`config.mk`:
```
export PLATFORM = sky130hd
export DESIGN_NAME = dma_cmd_queue
export DESIGN_NICKNAME = d
export VERILOG_FILES = /design/src/rtl/dma_cmd_queue.sv
export SDC_FILE = /design/constraint.sdc
export NUM_CORES = 1
export LEC_CHECK = 0
export CAP_MARGIN = 20
export CORE_UTILIZATION = 37
export CTS_CLUSTER_SIZE = 20
export DETAILED_ROUTE_END_ITERATION = 8
export PLACE_DENSITY = 0.55
export SLEW_MARGIN = 10
export SYNTH_ARGS = -nofsm -noshare
export SYNTH_HDL_FRONTEND = slang
export SYNTH_SLANG_ARGS = --single-unit
export TNS_END_PERCENT = 50
```
`constraint.sdc`:
```
create_clock -name clk -period 3.13 [get_ports clk]
set_clock_uncertainty 0.2 [all_clocks]
set_input_delay 0.313 -clock clk [delete_from_list [all_inputs] [get_ports clk]]
set_output_delay 0.313 -clock clk [all_outputs]
set_load 0.01 [all_outputs]
```
`src/rtl/dma_cmd_queue.sv`:
```
// rtl/dma_cmd_queue.sv - command FIFO feeding a single-request DMA controller handshake
//
// Purpose
//   Buffers up to DEPTH transfer commands {src, dst, mode} from a host and
//   issues them one at a time to an external DMA controller. Each command is
//   presented on dsaddr/ddaddr/dmode with a one-cycle active-low dreq_ strobe.
//   The command leaves the queue when the controller answers with eop_ low. It
//   also leaves the queue when no answer arrives within TMO cycles. In that
//   case the sticky err flag is raised.
//
// Ports
//   clk, reset           rising-edge clock, synchronous active-high reset
//   cmd_valid/cmd_ready  host push handshake; cmd_ready = (level < DEPTH)
//   cmd_src/dst/mode     command payload written on an accepted push
//   dsaddr/ddaddr/dmode  registered command to the DMA controller
//   dreq_                active-low start strobe, low one cycle per command
//   eop_                 active-low end of transfer, honoured only in XFER
//   busy                 a command is in flight (REQ or XFER)
//   level                FIFO occupancy 0..DEPTH
//   done_cnt             completed (non-timeout) transfers, wraps mod 256
//   irq                  one-cycle pulse when a pop leaves the queue empty
//   err, err_clr         sticky timeout flag and its clear
//
// The level port is 3 bits wide, so DEPTH is limited to 2 or 4.
// TMO must lie in 1..255.

module dma_cmd_queue #(
    parameter int ADDR_W = 16,
    parameter int DEPTH  = 4,
    parameter int TMO    = 255
) (
    input  logic              clk,
    input  logic              reset,
    input  logic              cmd_valid,
    output logic              cmd_ready,
    input  logic [ADDR_W-1:0] cmd_src,
    input  logic [ADDR_W-1:0] cmd_dst,
    input  logic [1:0]        cmd_mode,
    output logic [ADDR_W-1:0] dsaddr,
    output logic [ADDR_W-1:0] ddaddr,
    output logic [1:0]        dmode,
    output logic              dreq_,
    input  logic              eop_,
    output logic              busy,
    output logic [2:0]        level,
    output logic [7:0]        done_cnt,
    output logic              irq,
    output logic              err,
    input  logic              err_clr
);

    localparam int         PTR_W    = $clog2(DEPTH);
    localparam int         ENT_W    = 2 * ADDR_W + 2;
    localparam logic [2:0] LVL_FULL = 3'(DEPTH);
    localparam logic [7:0] TMO_LAST = 8'(TMO - 1);

    typedef enum logic [1:0] {
        ST_IDLE = 2'd0,
        ST_REQ  = 2'd1,
        ST_XFER = 2'd2
    } state_t;

    // ------------------------------------------------------------------
    // Storage and registers
    // ------------------------------------------------------------------
    logic [ENT_W-1:0]  r_mem [DEPTH];
    logic [PTR_W-1:0]  r_wptr;
    logic [PTR_W-1:0]  r_rptr;
    logic [2:0]        r_level;

    state_t            r_state;
    state_t            w_state_nxt;

    logic [ADDR_W-1:0] r_dsaddr;
    logic [ADDR_W-1:0] r_ddaddr;
    logic [1:0]        r_dmode;
    logic              r_dreq_n;
    logic [7:0]        r_tmo_cnt;
    logic [7:0]        r_done_cnt;
    logic              r_irq;
    logic              r_err;
    // Set for the cycle right after a pop. It keeps the next dreq_ off
    // until the controller has had a full cycle to release eop_.
    logic              r_guard;

    logic              w_ready;
    logic              w_push;
    logic              w_launch;
    logic              w_pop;
    logic              w_done;
    logic              w_timeout;
    logic [ENT_W-1:0]  w_wr_entry;
    logic [ENT_W-1:0]  w_head;

    // ------------------------------------------------------------------
    // Push side
    // ------------------------------------------------------------------
    // Ready depends only on the registered level. A pop in the same cycle
    // therefore cannot let a push into a full queue.
    assign w_ready    = (r_level < LVL_FULL);
    assign w_push     = cmd_valid & w_ready;
    assign w_wr_entry = {cmd_src, cmd_dst, cmd_mode};
    assign w_head     = r_mem[r_rptr];

    // The payload RAM needs no reset; the pointers and level decide which
    // entries are valid.
    always_ff @(posedge clk) begin
        if (w_push) begin
            r_mem[r_wptr] <= w_wr_entry;
        end
    end

    always_ff @(posedge clk) begin
        if (reset) begin
            r_wptr  <= '0;
            r_rptr  <= '0;
            r_level <= 3'd0;
        end else begin
            if (w_push) begin
                r_wptr <= r_wptr + 1'b1;
            end
            if (w_pop) begin
                r_rptr <= r_rptr + 1'b1;
            end
            case ({w_push, w_pop})
                2'b10:   r_level <= r_level + 3'd1;
                2'b01:   r_level <= r_level - 3'd1;
                default: r_level <= r_level;
            endcase
        end
    end

    // ------------------------------------------------------------------
    // Dispatch FSM: next state and control strobes
    // ------------------------------------------------------------------
    always_comb begin
        w_state_nxt = r_state;
        w_launch    = 1'b0;
        w_pop       = 1'b0;
        w_done      = 1'b0;
        w_timeout   = 1'b0;
        case (r_state)
            ST_IDLE: begin
                if ((r_level != 3'd0) && !r_guard) begin
                    w_launch    = 1'b1;
                    w_state_nxt = ST_REQ;
                end
            end
            ST_REQ: begin
                w_state_nxt = ST_XFER;
            end
            ST_XFER: begin
                // eop_ wins over timeout when both occur on the final cycle.
                if (!eop_) begin
                    w_pop       = 1'b1;
                    w_done      = 1'b1;
                    w_state_nxt = ST_IDLE;
                end else if (r_tmo_cnt == TMO_LAST) begin
                    w_pop       = 1'b1;
                    w_timeout   = 1'b1;
                    w_state_nxt = ST_IDLE;
                end
            end
            default: begin
                w_state_nxt = ST_IDLE;
            end
        endcase
    end

    always_ff @(posedge clk) begin
        if (reset) begin
            r_state <= ST_IDLE;
        end else begin
            r_state <= w_state_nxt;
        end
    end

    // ------------------------------------------------------------------
    // Controller-facing registers
    // ------------------------------------------------------------------
    always_ff @(posedge clk) begin
        if (reset) begin
            r_dsaddr <= '0;
            r_ddaddr <= '0;
            r_dmode  <= 2'd0;
            r_dreq_n <= 1'b1;
        end else begin
            // Addresses load only at launch. They stay frozen through REQ
            // and XFER and keep their last value while idle.
            if (w_launch) begin
                r_dsaddr <= w_head[ENT_W-1 -: ADDR_W];
                r_ddaddr <= w_head[ENT_W-ADDR_W-1 -: ADDR_W];
                r_dmode  <= w_head[1:0];
            end
            // Low only in the cycle following a launch, i.e. during REQ.
            r_dreq_n <= ~w_launch;
        end
    end

    // Counts XFER cycles that saw eop_ high. It is restarted in REQ so every
    // command gets the full TMO window.
    always_ff @(posedge clk) begin
        if (reset) begin
            r_tmo_cnt <= 8'd0;
        end else if (r_state == ST_REQ) begin
            r_tmo_cnt <= 8'd0;
        end else if ((r_state == ST_XFER) && eop_) begin
            r_tmo_cnt <= r_tmo_cnt + 8'd1;
        end
    end

    // ------------------------------------------------------------------
    // Status: completion count, drain interrupt, timeout flag, pop guard
    // ------------------------------------------------------------------
    always_ff @(posedge clk) begin
        if (reset) begin
            r_done_cnt <= 8'd0;
            r_irq      <= 1'b0;
            r_err      <= 1'b0;
            r_guard    <= 1'b0;
        end else begin
            if (w_done) begin
                r_done_cnt <= r_done_cnt + 8'd1;
            end
            // Drain = popping the last entry with nothing arriving to refill.
            r_irq   <= w_pop & (r_level == 3'd1) & ~w_push;
            r_guard <= w_pop;
            // A timeout beats a simultaneous clear so no event is lost.
            if (w_timeout) begin
                r_err <= 1'b1;
            end else if (err_clr) begin
                r_err <= 1'b0;
            end
        end
    end

    // ------------------------------------------------------------------
    // Outputs
    // ------------------------------------------------------------------
    assign cmd_ready = w_ready;
    assign dsaddr    = r_dsaddr;
    assign ddaddr    = r_ddaddr;
    assign dmode     = r_dmode;
    assign dreq_     = r_dreq_n;
    assign busy      = (r_state != ST_IDLE);
    assign level     = r_level;
    assign done_cnt  = r_done_cnt;
    assign irq       = r_irq;
    assign err       = r_err;

endmodule

```
==> flow_summary_export.csv <==
group,metric,value,unit
power_and_ir_drop,p_sw_frac,0.246,
grt,grt_overflow,0,
detailed_routing,vias,4019,
die,num_rows,51,
setup_path,path_class,"reg -> reg",
layout,finalInstanceArea,0.00931,mm²
timing,fin_crit,2480,ps
power_and_ir_drop,pwr-share-clk,0.354,
synthesis,synth_area,0.00747,mm²
power_and_ir_drop,p_comb_frac,0.144,
setup_path,worst_setup_path_end_kind,"flip-flop",
timing,drv_slew,0,
clock_network,cts_num_sinks,199,
clock_network,clock_latency,430,ps
layout,instances_no_fill,802,
grt,grt_pass1_wl,22400,µm
clock_network,cts_made_buffers,17,
detailed_routing,highest_layer,"met4",
timing,finalHoldViolations,0,
power_and_ir_drop,max-vdd-ir-drop,357,µV
synthesis,avgSynthCellArea,17.3,µm²
timing,whs,278,ps
timing,rsz0062_at_grt,"no",
place,dpl.hpwl,8960,µm
synthesis,synth_seq_cells,199,
grt,grt_max_degree,37,
place,dp.cells,770,
synthesis,synth_top_area_share,0.546,
grt,antenna_found_initial,0,
worst_hold_path,hold-path-cell-count,1,
power_and_ir_drop,leakage,3.09,nW
setup_path,required,3290,ps
timing,fin_ws,652,ps
place,gp_congestion,0.726,
detailed_routing,ant_nets,0,
detailed_routing,drc_errors,0,
setup_path,cp-start-kind,"flip-flop",
die,initial_core_util,0.380,
timing,tightest_slew,867,ps
layout,final_common_cell,"edfxtp_1",
synthesis,synth_warnings,0,
synthesis,syn_inst,431,
die,core,0.0197,mm²
synthesis,synth_area_leaders,"edfxtp_1 (55%), dfxtp_1 (17%), mux4_2 (10%)",
timing,setup_tns,0,ps
synthesis,ys_types,49,
die,ios,89,
detailed_routing,vias_per_cell,5.01,
layout,area_growth,24.6,%
place,portBuffers,88,
detailed_routing,wl_met3,599,µm
detailed_routing,wl_met2,6890,µm
layout,nets,575,
layout,diodes,0,
detailed_routing,routed_wl,14300,µm
setup_path,rr_worst_depth,8,
clock_network,holdBufCountCts,0,
detailed_routing,first_pass_iters,4,
synthesis,yosysSeqAreaShare,0.715,
setup_path,arrival,2640,ps
timing,finalSetupViolations,0,
layout,nFillCells,1739,
timing,max_freq,404,MHz
power_and_ir_drop,power.net_switching,1.55,mW
power_and_ir_drop,power.total,6.32,mW
clock_network,clk_pin_slew_worst_paths,70,ps
clock_network,cts_root_buf,"clkbuf_16",
power_and_ir_drop,p_seq_frac,0.502,
grt,grt_usage,0.148,
layout,drive_above_1_share,0.168,
layout,multi_input_area,0.00196,mm²
power_and_ir_drop,internal_power,4.76,mW
die,die_area,0.0208,mm²
clock_network,cts_max_level,4,
power_and_ir_drop,power-per-cell-area,679,mW/mm²
worst_hold_path,hold_class,"reg -> reg",
layout,area.sequential,0.00535,mm²
layout,fin_util,0.474,
place,post_dp_cell_area,0.00869,mm²
grt,grt_pass1_vias,4147,
status,outcome,"finished, final reports clean",
detailed_routing,avgRoutedWirePerCell,17.8,µm
setup_path,cp_max_fo,6,
synthesis,yosys.area.top_type,"edfxtp_1",
timing,finalCritPeriodShare,0.792,
layout,final_cell_mix,"edfxtp_1 (136), clkdlybuf4s50_1 (88), dfxtp_1 (61)",
clock_network,cts_tree,"done",
setup_path,ff2ff_setup_slack,650,ps
clock_network,post_cts_resized,0,
die,dieWidth,144,µm
die,die_y,144,µm
clock_network,cts_setup_buffers,0,
timing,relSlewSlack,0.422,
detailed_routing,first_iter_violations,193,
detailed_routing,drt-met1-wl,6550,µm
job,cap_violations,0,
clock_network,clock_path_buffers,2,
synthesis,syn_nets,482,
place,dp_slack,604,ps
-- worst paths after layout --
path / from / end
worst min register to register: dsaddr[14] / dsaddr[14]
worst max-delay path: r_tmo_cnt[0] / level[2]
worst min-delay path: dsaddr[14] / dsaddr[14]
worst max register to register: r_tmo_cnt[0] / level[2]
-- state kept, by name, indices dropped and copies added, names as in the netlist --
signal / flops
done_cnt: 8
level: 3
r_wptr: 2
irq: 1
dsaddr: 16
r_rptr: 2
r_mem: 136
dreq_: 1
r_tmo_cnt: 8
ddaddr: 16
r_state: 2
err: 1
dmode: 2
r_guard: 1
-- cells in the mapped netlist, drive strengths merged --
library cell	number
mux2	2
mux4	34
xor2	3
o21ai	6
nor3	3
or3b	1
xnor2	3
dfxtp	63
nand2	12
nand4b	2
nor4	3
nand3b	3
mux2i	4
a211o	2
edfxtp	136
and3b	1
or3	7
and4	1
buf	16
a32oi	1
nor4bb	1
nand4bb	1
or4	3
nand4	4
and3	1
a211oi	2
o211ai	1
o21a	1
nor2b	4
nand3	6
a22o	34
or2	1
inv	13
a21boi	1
clkbuf	8
o31ai	2
nor2	15
nand2b	2
and2	4
a21oi	10
ha	12
nor3b	1
o2bb2ai	1
-- cell type report --
type	instances	share of cell area
sequential	199	0.574
multi-input combinational	195	0.211
timing repair buffer	98	0.108
clock buffer	18	0.0461
tap	265	0.0356
clock inverter	14	0.0199
inverter	13	0.00524
-- routing by layer --
| metal | vias up | track usage |
|---|---|---|
| li1 | 1887 | - |
| met3 | 14 | 0.0305 |
| met2 | 91 | 0.241 |
| met5 | - | 0 |
| met1 | 2027 | 0.192 |
| met4 | 0 | 0.0638 |
-- critical path: stages, from the launching register on --
cell and delay (ps):
dfxtp_1 400, inv_1 80, ha_1 200, and3_1 240, a21boi_1 330, nor2_1 90
ha_1 350, or3_1 380, a21oi_1 140
-- logic make-up (layout without fill, tap and decap cells) --
family | Yosys count | after routing | share of synthesized area
buffers and inverters | 37 | 143 | 0.0233
flip-flops | 199 | 199 | 0.715
AO/OA/AOI/OAI | 61 | 61 | 0.0623
multiplexers | 40 | 40 | 0.111
AND/OR/NAND/NOR | 76 | 76 | 0.0613
XOR/XNOR | 6 | 6 | 0.00703
adder cells (fa/ha/maj) | 12 | 12 | 0.0201
-- power groups by stage --
stage          Clock, mW  Combinational [mW]  Sequential [mW]
6_report            2.23               0.910             3.17
3_3_place_gp           0               0.911             3.23
3_5_place_dp           0               0.923             3.24
5_1_grt             2.40               0.992             3.20
2_1_floorplan          0               0.485             3.23
4_1_cts             2.30               0.928             3.18
(Power assumes the default switching activity.)
